## config.mk

```make
export PLATFORM = sky130hd
export DESIGN_NAME = simdet_pipe
export DESIGN_NICKNAME = d
export VERILOG_FILES = /design/src/rtl/simdet_pipe.sv
export SDC_FILE = /design/constraint.sdc
export NUM_CORES = 1
export LEC_CHECK = 0
export BUFFER_PORTS_ARGS = -buffer_cell sky130_fd_sc_hd__buf_2
export CORE_UTILIZATION = 57
export DETAILED_ROUTE_END_ITERATION = 8
export PLACE_DENSITY = 0.78
export SYNTH_ARGS = -nofsm -noshare
export SYNTH_HDL_FRONTEND = slang
export SYNTH_SLANG_ARGS = --single-unit
```

## constraint.sdc

```tcl
create_clock -name iClk -period 12.2 [get_ports iClk]
set_clock_uncertainty 0.1 [all_clocks]
set_input_delay 3.05 -clock iClk [delete_from_list [all_inputs] [get_ports iClk]]
set_output_delay 3.05 -clock iClk [all_outputs]
set_load 0.03 [all_outputs]
```

## src/rtl/simdet_pipe.sv

```systemverilog
// Pipelined similarity/noise-detection stage: sorts each 3x3 window, forms saturating Nmax/Nmin bounds
// from the middle ranks, and emits the original, zeroed or median pixel. SIMDET_RUNTIME_TH_EN adds per-window thresholds.
`timescale 1ns/1ps
module simdet_pipe #(
    parameter int DATA_W = 8,
    parameter int TH_SMA = 15,
    parameter int TH_SMB = 60,
    parameter int CNT_W  = 16
) (
    input  logic                  iClk,
    input  logic                  iRst,
    input  logic                  iValid,
    output logic                  oReady,
    input  logic [9*DATA_W-1:0]   ivWin,
    input  logic                  iMode,
    input  logic                  iSof,
    output logic                  oValid,
    input  logic                  iReady,
    output logic [DATA_W-1:0]     ovPixel,
    output logic                  oNoisy,
    output logic [DATA_W-1:0]     ovMax,
    output logic [DATA_W-1:0]     ovMin,
    output logic [CNT_W-1:0]      ovNoiseCnt
`ifdef SIMDET_RUNTIME_TH_EN
    ,
    input  logic [DATA_W-1:0]     ivThSMa,
    input  logic [DATA_W-1:0]     ivThSMb
`endif
);

    typedef logic [DATA_W-1:0] pix_t;
    typedef pix_t win_t [9];

    // Odd-even transposition sort split across two stages: passes 0-4, then passes 5-8.
    function automatic win_t oet_half(input win_t v, input logic second);
        win_t r;
        pix_t t;
        int   first;
        int   count;
        r     = v;
        first = second ? 5 : 0;
        count = second ? 4 : 5;
        for (int p = 0; p < 5; p++) begin
            if (p < count) begin
                for (int i = 0; i < 8; i++) begin
                    if ((i % 2) == ((first + p) % 2) && r[i] > r[i+1]) begin
                        t      = r[i];
                        r[i]   = r[i+1];
                        r[i+1] = t;
                    end
                end
            end
        end
        return r;
    endfunction

    function automatic pix_t sat_add(input pix_t a, input pix_t b);
        logic [DATA_W:0] s;
        s = {1'b0, a} + {1'b0, b};
        return s[DATA_W] ? '1 : s[DATA_W-1:0];
    endfunction

    function automatic pix_t sat_sub(input pix_t a, input pix_t b);
        return (a < b) ? '0 : pix_t'(a - b);
    endfunction

    logic adv, sof_xfer;
    win_t win_in;
    pix_t th_a_in, th_b_in;

    assign adv      = !(oValid && !iReady);
    assign oReady   = adv;
    assign sof_xfer = iValid && adv && iSof;

    always_comb begin
        for (int i = 0; i < 9; i++) win_in[i] = ivWin[i*DATA_W +: DATA_W];
    end

`ifdef SIMDET_RUNTIME_TH_EN
    assign th_a_in = ivThSMa;
    assign th_b_in = ivThSMb;
`else
    assign th_a_in = pix_t'(TH_SMA);
    assign th_b_in = pix_t'(TH_SMB);
`endif

    // Datapath registers.
    win_t w1, s2, s3;
    pix_t f1, f2, f3;
    pix_t ta1, ta2, ta3, tb1, tb2, tb3;
    logic m1, m2, m3;

    // NOTE: the datapath carries no reset; only the valid/count-enable bits and visible outputs need one.
    always_ff @(posedge iClk) begin
        if (adv) begin
            w1  <= win_in;
            f1  <= win_in[4];
            m1  <= iMode;
            ta1 <= th_a_in;
            tb1 <= th_b_in;
            s2  <= oet_half(w1, 1'b0);
            f2  <= f1;
            m2  <= m1;
            ta2 <= ta1;
            tb2 <= tb1;
            s3  <= oet_half(s2, 1'b1);
            f3  <= f2;
            m3  <= m2;
            ta3 <= ta2;
            tb3 <= tb2;
        end
    end

    // Stage 4 bounds and decision.
    pix_t maxij, minij, medhi, medlo, nmax, nmin, pix_d;
    logic noisy_d;

    // NOTE: every always_comb output gets a value on every path so no latch is inferred.
    always_comb begin
        maxij   = sat_add(s3[5], ta3);
        minij   = sat_sub(s3[3], ta3);
        medhi   = sat_add(s3[4], tb3);
        medlo   = sat_sub(s3[4], tb3);
        nmax    = (maxij < medhi) ? maxij : medhi;
        nmin    = (minij > medlo) ? minij : medlo;
        noisy_d = (f3 >= nmax) || (f3 <= nmin);
        pix_d   = f3;
        if (noisy_d) pix_d = m3 ? s3[4] : '0;
    end

    // Valid bits and count-enable tags; an iSof transfer untags everything already in flight.
    logic v1, v2, v3, c2, c3, c_out;

    // NOTE: sequential state uses non-blocking assignments so every stage samples pre-edge values.
    always_ff @(posedge iClk or posedge iRst) begin
        if (iRst) begin
            v1      <= 1'b0;
            v2      <= 1'b0;
            v3      <= 1'b0;
            c2      <= 1'b0;
            c3      <= 1'b0;
            c_out   <= 1'b0;
            oValid  <= 1'b0;
            ovPixel <= '0;
            oNoisy  <= 1'b0;
            ovMax   <= '0;
            ovMin   <= '0;
        end else if (adv) begin
            v1      <= iValid;
            v2      <= v1;
            v3      <= v2;
            c2      <= !sof_xfer;
            c3      <= c2 && !sof_xfer;
            c_out   <= c3 && !sof_xfer;
            oValid  <= v3;
            ovPixel <= pix_d;
            oNoisy  <= noisy_d;
            ovMax   <= maxij;
            ovMin   <= minij;
        end
    end

    always_ff @(posedge iClk or posedge iRst) begin
        if (iRst) begin
            ovNoiseCnt <= '0;
        end else if (sof_xfer) begin
            ovNoiseCnt <= '0;
        end else if (oValid && iReady && oNoisy && c_out && (ovNoiseCnt != '1)) begin
            ovNoiseCnt <= ovNoiseCnt + CNT_W'(1);
        end
    end

endmodule
```

### Yosys cells after proc, flatten, opt, wreduce, memory -nomap -nowiden

Index checks and enable logic that the tools add are counted.

| word-level totals | value |
|---|---|
| flip-flop bits (word level) | 235 |
| input bits | 78 |
| output and inout bits | 43 |
| word-level logic and storage cells | 149 |

| cells by class | value |
|---|---|
| add/subtract/negate cells | 5 |
| order comparisons | 40 |
| equality and inequality tests | 1 |
| mux-type cells | 51 |
| reduce and logical (&&, ||, !) cells | 14 |

Operators with widths:

| kind | count |
|---|---|
| two-way mux 16 bit | 33 |
| two-way mux 64 bit | 5 |
| > comparator 8 bit | 35 |
| two-way mux 56 bit | 2 |
| two-way mux 8 bit | 11 |
| adder 16 x 1 -> 16 bit, second input constant | 1 |
| inequality test 16 bit, second input constant | 1 |
| adder 8 x 4 -> 9 bit, second input constant | 1 |
| adder 8 x 6 -> 9 bit, second input constant | 1 |
| logical AND 1 bit | 9 |
| >= comparator 8 bit | 1 |
| less-or-equal comparator 8 bit | 1 |
| less-than comparator 8 x 4 -> 1 bit, second input constant | 1 |
| less-than comparator 8 x 6 -> 1 bit, second input constant | 1 |
| less-than comparator 8 bit | 1 |
| subtractor 8 x 4 -> 8 bit, second input constant | 1 |
| subtractor 8 x 6 -> 8 bit, second input constant | 1 |
| zero test 1 bit | 3 |
| nonzero test 2 bit | 1 |
| logical OR 1 bit | 1 |

### Logic depth before layout (Yosys ltp)

Gate-level depths: netlist (run 1).

| depth | value |
|---|---|
| word-level depth | 14 |
| depth in mapped cells | 56 |
| gate-level depth less buffers | 49 |

### Worst setup path after synthesis (run 1)

No wires, ideal clock.

| path | value |
|---|---|
| path kind | input port to output port |
| start point | input iReady |
| end point | output oReady |
| data arrival time | 9,073 ps |
| required time | 9,050 ps |
| path slack | -23 ps |
| cell stages on the path | 5 |
| path buffers | 3 |
| path through | nor2b_1 > clkbuf_1 > inv_1 > clkbuf_1 > buf_1 |

| on the way | value |
|---|---|
| longest elaborated chain between the ends | 3 |

RTL lines:

| item | line | source |
|---|---|---|
| from (decl) | 18 | `input logic iReady,` |
| zero test 1 bit | 71 | `assign adv = !(oValid && !iReady);` |
| logical AND 1 bit | 71 |  |
| zero test 1 bit | 71 |  |
| to (decl) | 13 | `output logic oReady,` |

Every way passes these cells.

### Worst setup path in the final report (run 1)

| path | value |
|---|---|
| start point | register w1[41] (netlist name) |
| end point | register s2[24] (netlist name) (data pin) |

| on the way | value |
|---|---|
| longest elaborated chain between the ends | 14 |
| elaborated cells between the ends (all ways) | 20 |
| those cells by class | order compare (8); mux (12) |

RTL lines:

| item | line | source |
|---|---|---|
| from (decl) | 88 | `win_t w1, s2, s3;` |
| from (signal assigned) | 96 | `w1 <= win_in;` |
| > comparator 8 bit | 46 | `if ((i % 2) == ((first + p) % 2) && r[i] > r[i+1]) begin` |
| two-way mux 16 bit * | 46 |  |
| two-way mux 64 bit * | 95 | `if (adv) begin` |
| > comparator 8 bit | 46 |  |
| two-way mux 16 bit | 46 |  |
| two-way mux 64 bit * | 95 |  |
| > comparator 8 bit | 46 |  |
| two-way mux 16 bit | 46 |  |
| two-way mux 64 bit * | 95 |  |
| > comparator 8 bit | 46 |  |
| two-way mux 16 bit | 46 |  |
| two-way mux 64 bit * | 95 |  |
| > comparator 8 bit | 46 |  |
| two-way mux 16 bit * | 46 |  |
| to (signal assigned) | 101 | `s2 <= oet_half(w1, 1'b0);` |
| to (decl) | 88 |  |

Mark *: on every way between the ends. The rest lies on a longest branch, timed or not. The select of a mux whose other input is x is not followed.
A chain may end at the register's enable or synchronous reset.

==> metrics.cfg, run 1 <==
[detailed_routing]
via_count = 17500
avgRoutedWirePerCell_um = 17.2
vias_per_cell = 6.04
drt_iter0_markers = 1012
drtPass1Iterations = 6
drc = 0
ant_nets = 0
wl_um = 49900

[grt]
first_global_vias = 16800
grt_util_met2 = 0.462
grtUsageTotal = 0.261
grt_antenna_before_repair = 1
use_met1 = 0.331
grt_pass1_wl_um = 81800
grt_overflow_total = 0
grt_max_degree = 153
busiest_layer = met2
met3_usage = 0.0247

[floorplan]
dieArea_um2 = 38100
die_h_um = 195
rows = 70
ios = 121
initial_core_util = 0.579
die_width_um = 195
coreArea_um2 = 36700

[cells_and_area]
final_area_um2 = 23500
ff_latch_area_um2 = 6820
num-fill-cells = 2948
diodes = 0
mostFrequentLayoutCells = 281 x ha_1, 280 x mux2i_1, 252 x inv_1
multi_input_area_um2 = 13300
final_common_cell = ha_1
fin_util = 0.639
nNetsFinal = 2768
area_growth_syn_to_layout_pct = 10.3
drive_above_1_share = 0.118

[timing]
maxSlewHeadroom = 0.230
tightestPinTransition_ps = 1150
fmax_mhz = 87.3
finalCriticalPeriod_ps = 11460
min_period_over_period = 0.939
slew_viol_final = 0
finalHoldViolCount = 0
holdWs_ps = 320
rsz0062_at_grt = yes
setup_viol = 0

[clocking]
clockBufferDepth = 3
clock_sinks = 235
cts_buffers = 28
cts_setup_buffers = 0
cts-resized-gates = 0
hold_buffers = 0
clk_pin_slew_ps = 60
htreeDepth = 1
cts_tree = done
clockRootBuffer = clkbuf_16
clock_latency_ps = 570

[synthesis]
synth_top_area_cell = edfxtp_1
synthSimpleGateAreaFrac = 0.125
synth_edf_count = 187
ys.flop_type = edfxtp_1
yosysTopAreaCellShare = 0.264
synth_xor_area_frac = 0.0119
synth_top_family_by_area = adder cells
ys_ff_latch = 235
netlist_area_um2 = 21300
synth.distinct_cells = 82
synthTopCellsByArea = edfxtp_1 26%, ha_1 17%, mux2i_1 13%
seq_area_frac_synth = 0.321
ys.warnings.count = 0
muxShareOfSynthArea = 0.161
synth_compound_area_frac = 0.155
synthAdderAreaFrac = 0.168
async_reset_ff_frac = 0.204
synthCells = 2299
synthesis.nets = 2658
synth_area_per_cell_um2 = 9.25

[worst_setup_path]
cp-start-kind = register
path_max_fanout = 20
r2r-start = w1[41]
endpoint_kind = register
slowest_delay_ps = 480
critPathLaunch = w1[41]
slowest_stage = or2_2
cp_data_arrival_time_ps = 11650
critPathKind = reg -> reg
worstPathRequired_ps = 12390

[placement]
dp_hpwl_um = 39800
dpl_cell_area_um2 = 22400
gp_congestion = 0.934
numPortBuffers = 120

[worst_hold_path]
hp-class = reg -> reg
hold_start = f2[1]

[run_status]
status = completed

[flow_run]
cap_viol_max_count = 0

[final timing paths]
kind | endpoint | slack [ps] | cells after the start
setup / recovery | s2[24] | 740 | 49
hold / removal | f3[1] | 320 | 0
setup reg to reg | s2[24] | 740 | 49
hold reg to reg | f3[1] | 320 | 0
max in group asynchronous | ovMin[6] | 8780 | 2
min in group asynchronous | ovNoiseCnt[13] | 2600 | 2
[state kept, by name, summed over array words and instances (netlist names), 8 cells and up]
name / flops
ovMax: 8
ovNoiseCnt: 16
ovPixel: 8
s3: 24
w1: 64
s2: 72
f3: 8
f1: 8
f2: 8
ovMin: 8
[cells by family after synthesis]
logic type | after synthesis
AOI/OAI and AO/OA | 529
xor gates and xnor gates | 29
adders and majority gates | 287
buffers and inverters | 323
DFF | 235
muxes | 335
and+or+nand+nor | 561
[area by class of cell]
| class | count | share of cell area |
|---|---|---|
| multi-input combinational | 1742 | 0.566 |
| sequential | 235 | 0.291 |
| inverter | 254 | 0.0410 |
| timing repair buffer | 148 | 0.0351 |
| clock buffer | 32 | 0.0309 |
| tap | 468 | 0.0250 |
| clock inverter | 20 | 0.0117 |
[cell usage after synthesis (15+ instances only)]
cell      instances
mux2i_1         280
nand2b_1         29
o21a_1           25
xor2_1           15
o21ai_1          21
nand3_1          66
dfrtp_1          48
mux2_2           53
a21o_1           52
nor2_1          174
clkbuf_1         49
nor2b_1          35
edfxtp_1        187
ha_1            281
a21oi_1         180
inv_1           254
o21ai_0         121
a31oi_1          19
and3_1           41
nand4_1          21
nand2_1         141
[metrics by stage]
step / worst slack [ps] / TNS [ps] / instances
finish: 741 / 0 / 2899
CTS: 396 / 0 / 2898
global placement: 657 / 0 / 2846
detailed placement: 427 / 0 / 2846
floorplan: 461 / 0 / 2299
global route: -22.7 / -61.7 / 2899
[per-layer routing]
layer / up-vias / wire length [um]
li1: 8581 / -
met4: 0 / 1600
met2: 507 / 24300
met3: 117 / 2590
met1: 8291 / 21500
met5: - / 0
[critical path, delay by kind of cell (launching register included)]
kind | cells | cell delay (ps)
mux | 5 | 1710
simple gates | 11 | 1780
fa+ha+maj | 5 | 1360
flops | 1 | 410
buf+inv | 3 | 410
compound gates | 25 | 5370
Power of run 1 is left out: the tool's default activity adds up to more than one toggle a clock period on the data nets, which glitch-free logic cannot reach.
==> run 2, diff against run 1 <==
--- a/config.mk
+++ b/config.mk
@@ -5,7 +5,7 @@
 export SDC_FILE = /design/constraint.sdc
 export NUM_CORES = 1
 export LEC_CHECK = 0
-export BUFFER_PORTS_ARGS = -buffer_cell sky130_fd_sc_hd__buf_2
+export BUFFER_PORTS_ARGS = -buffer_cell sky130_fd_sc_hd__buf_4
 export CORE_UTILIZATION = 57
 export DETAILED_ROUTE_END_ITERATION = 8
 export PLACE_DENSITY = 0.78
==> run 2 against run 1 <==
Utilization is 0.65 points higher; register-to-register slack better by 20 ps; hold slack worse by 3.6 ps; non-clock buffer count grew 1; sequential share of layout area decreased by 0.29 points; wire length increased by 2.9%; maximum frequency is 0.18% higher; critical endpoint is now s2[48]; highest routed layer unchanged.
==> metrics.cfg, run 2 (synthesis results as in run 1) <==
[worst_setup_path]
slowest_delay_ps = 800
critPathKind = reg -> reg
endpoint_kind = register
crit_path_frequent_cell = a21o_1
path_max_fanout = 17
slowest_stage = a21oi_2
cp_data_arrival_time_ps = 11580
cp-start-kind = register
r2r_cells = 43
worstPathRequired_ps = 12350

[detailed_routing]
drc = 0
ant_nets = 0
via_count = 17400
drtPass1Iterations = 5
wl_um = 51400
drt_iter0_markers = 1011
vias_per_cell = 6.00
avgRoutedWirePerCell_um = 17.7

[timing]
fin_setup_tns_ps = 0
finalHoldViolCount = 0
maxSlewHeadroom = 0.247
fmax_mhz = 87.4
finalCriticalPeriod_ps = 11440
holdWs_ps = 316
tightestPinTransition_ps = 1120
min_period_over_period = 0.938
slew_viol_final = 0
setup_viol = 0
rsz0062_at_grt = no

[flow_run]
cap_viol_max_count = 0

[floorplan]
ios = 121
initial_core_util = 0.579
dieArea_um2 = 38100
die_width_um = 195
coreArea_um2 = 36700
die_h_um = 195
rows = 70

[clocking]
cts_tree = done
clock_sinks = 235
hold_buffers = 0
clock_latency_ps = 570
cts_buffers = 28
clockBufferDepth = 3
clockRootBuffer = clkbuf_16
clk_pin_slew_ps = 60
htreeDepth = 1

[grt]
grtUsageTotal = 0.267
first_global_vias = 17000
grt_overflow_total = 0
grt_antenna_before_repair = 1
grt_max_degree = 68
grt_pass1_wl_um = 83200

[cells_and_area]
largest_reg_flops = 72
nNetsFinal = 2768
mostFrequentLayoutCells = 281 x ha_1, 276 x mux2i_1, 252 x inv_1
top_register = s2
final_common_cell = ha_1
diodes = 0
reg_top3 = s2 x72, w1 x64, s3 x24
drive_above_1_share = 0.120
area_growth_syn_to_layout_pct = 11.5
final_area_um2 = 23700

[run_status]
status = completed

[placement]
numPortBuffers = 120
dp_hpwl_um = 40900
gp_congestion = 1.00
dpl_cell_area_um2 = 22700

[worst_hold_path]
hp-class = reg -> reg
hold-path-cell-count = 0

[run 2: through the flow]
stage,setup WS (ps),std cells,utilization
floorplan,461,2299,-
CTS,45.0,2897,0.644
global route,88.0,2897,0.646
detailed placement,99.9,2847,0.619
global placement,395,2847,0.619
finish,761,2897,0.646
[run 2: final timing paths]
check | end | from | slack (ps)
hold / removal | m3 | m2 | 320
setup reg to reg | s2[48] | w1[71] | 760
hold reg to reg | m3 | m2 | 320
setup / recovery | s2[48] | w1[71] | 760
max in group asynchronous | ovMin[5] | iRst | 8770
min in group asynchronous | ovNoiseCnt[12] | iRst | 2620
[run 2: what timing repair did]
item                       in CTS  in global routing
setup buffers                   0                  0
setup endpoints to repair       0                 48
gates resized for setup         0                 12
[run 2: layout make-up]
type,count,area (um^2)
inverter,254,961
multi-input combinational,1741,13300
clock buffer,35,778
tap,468,586
clock inverter,15,159
timing repair buffer,149,1120
fill,2946,13000
sequential,235,6820
[run 2: critical path: cells and delay by family (launching register included)]
family	cells	cell delay [ps]
and+or+nand+nor	5	710
DFF	1	420
buffers and inverters	4	580
adders and majority gates	7	2430
muxes	5	1280
AOI/OAI and AO/OA	22	5600
[run 2: routing by layer]
| metal | vias to the layer above | part of all wire | GRT usage |
|---|---|---|---|
| li1 | 8577 | - | - |
| met1 | 8194 | 0.43 | 0.329 |
| met2 | 497 | 0.49 | 0.480 |
| met3 | 126 | 0.047 | 0.0337 |
| met4 | 0 | 0.036 | 0.0936 |
| met5 | - | 0 | 0 |
Power of run 2 is left out for the same reason.
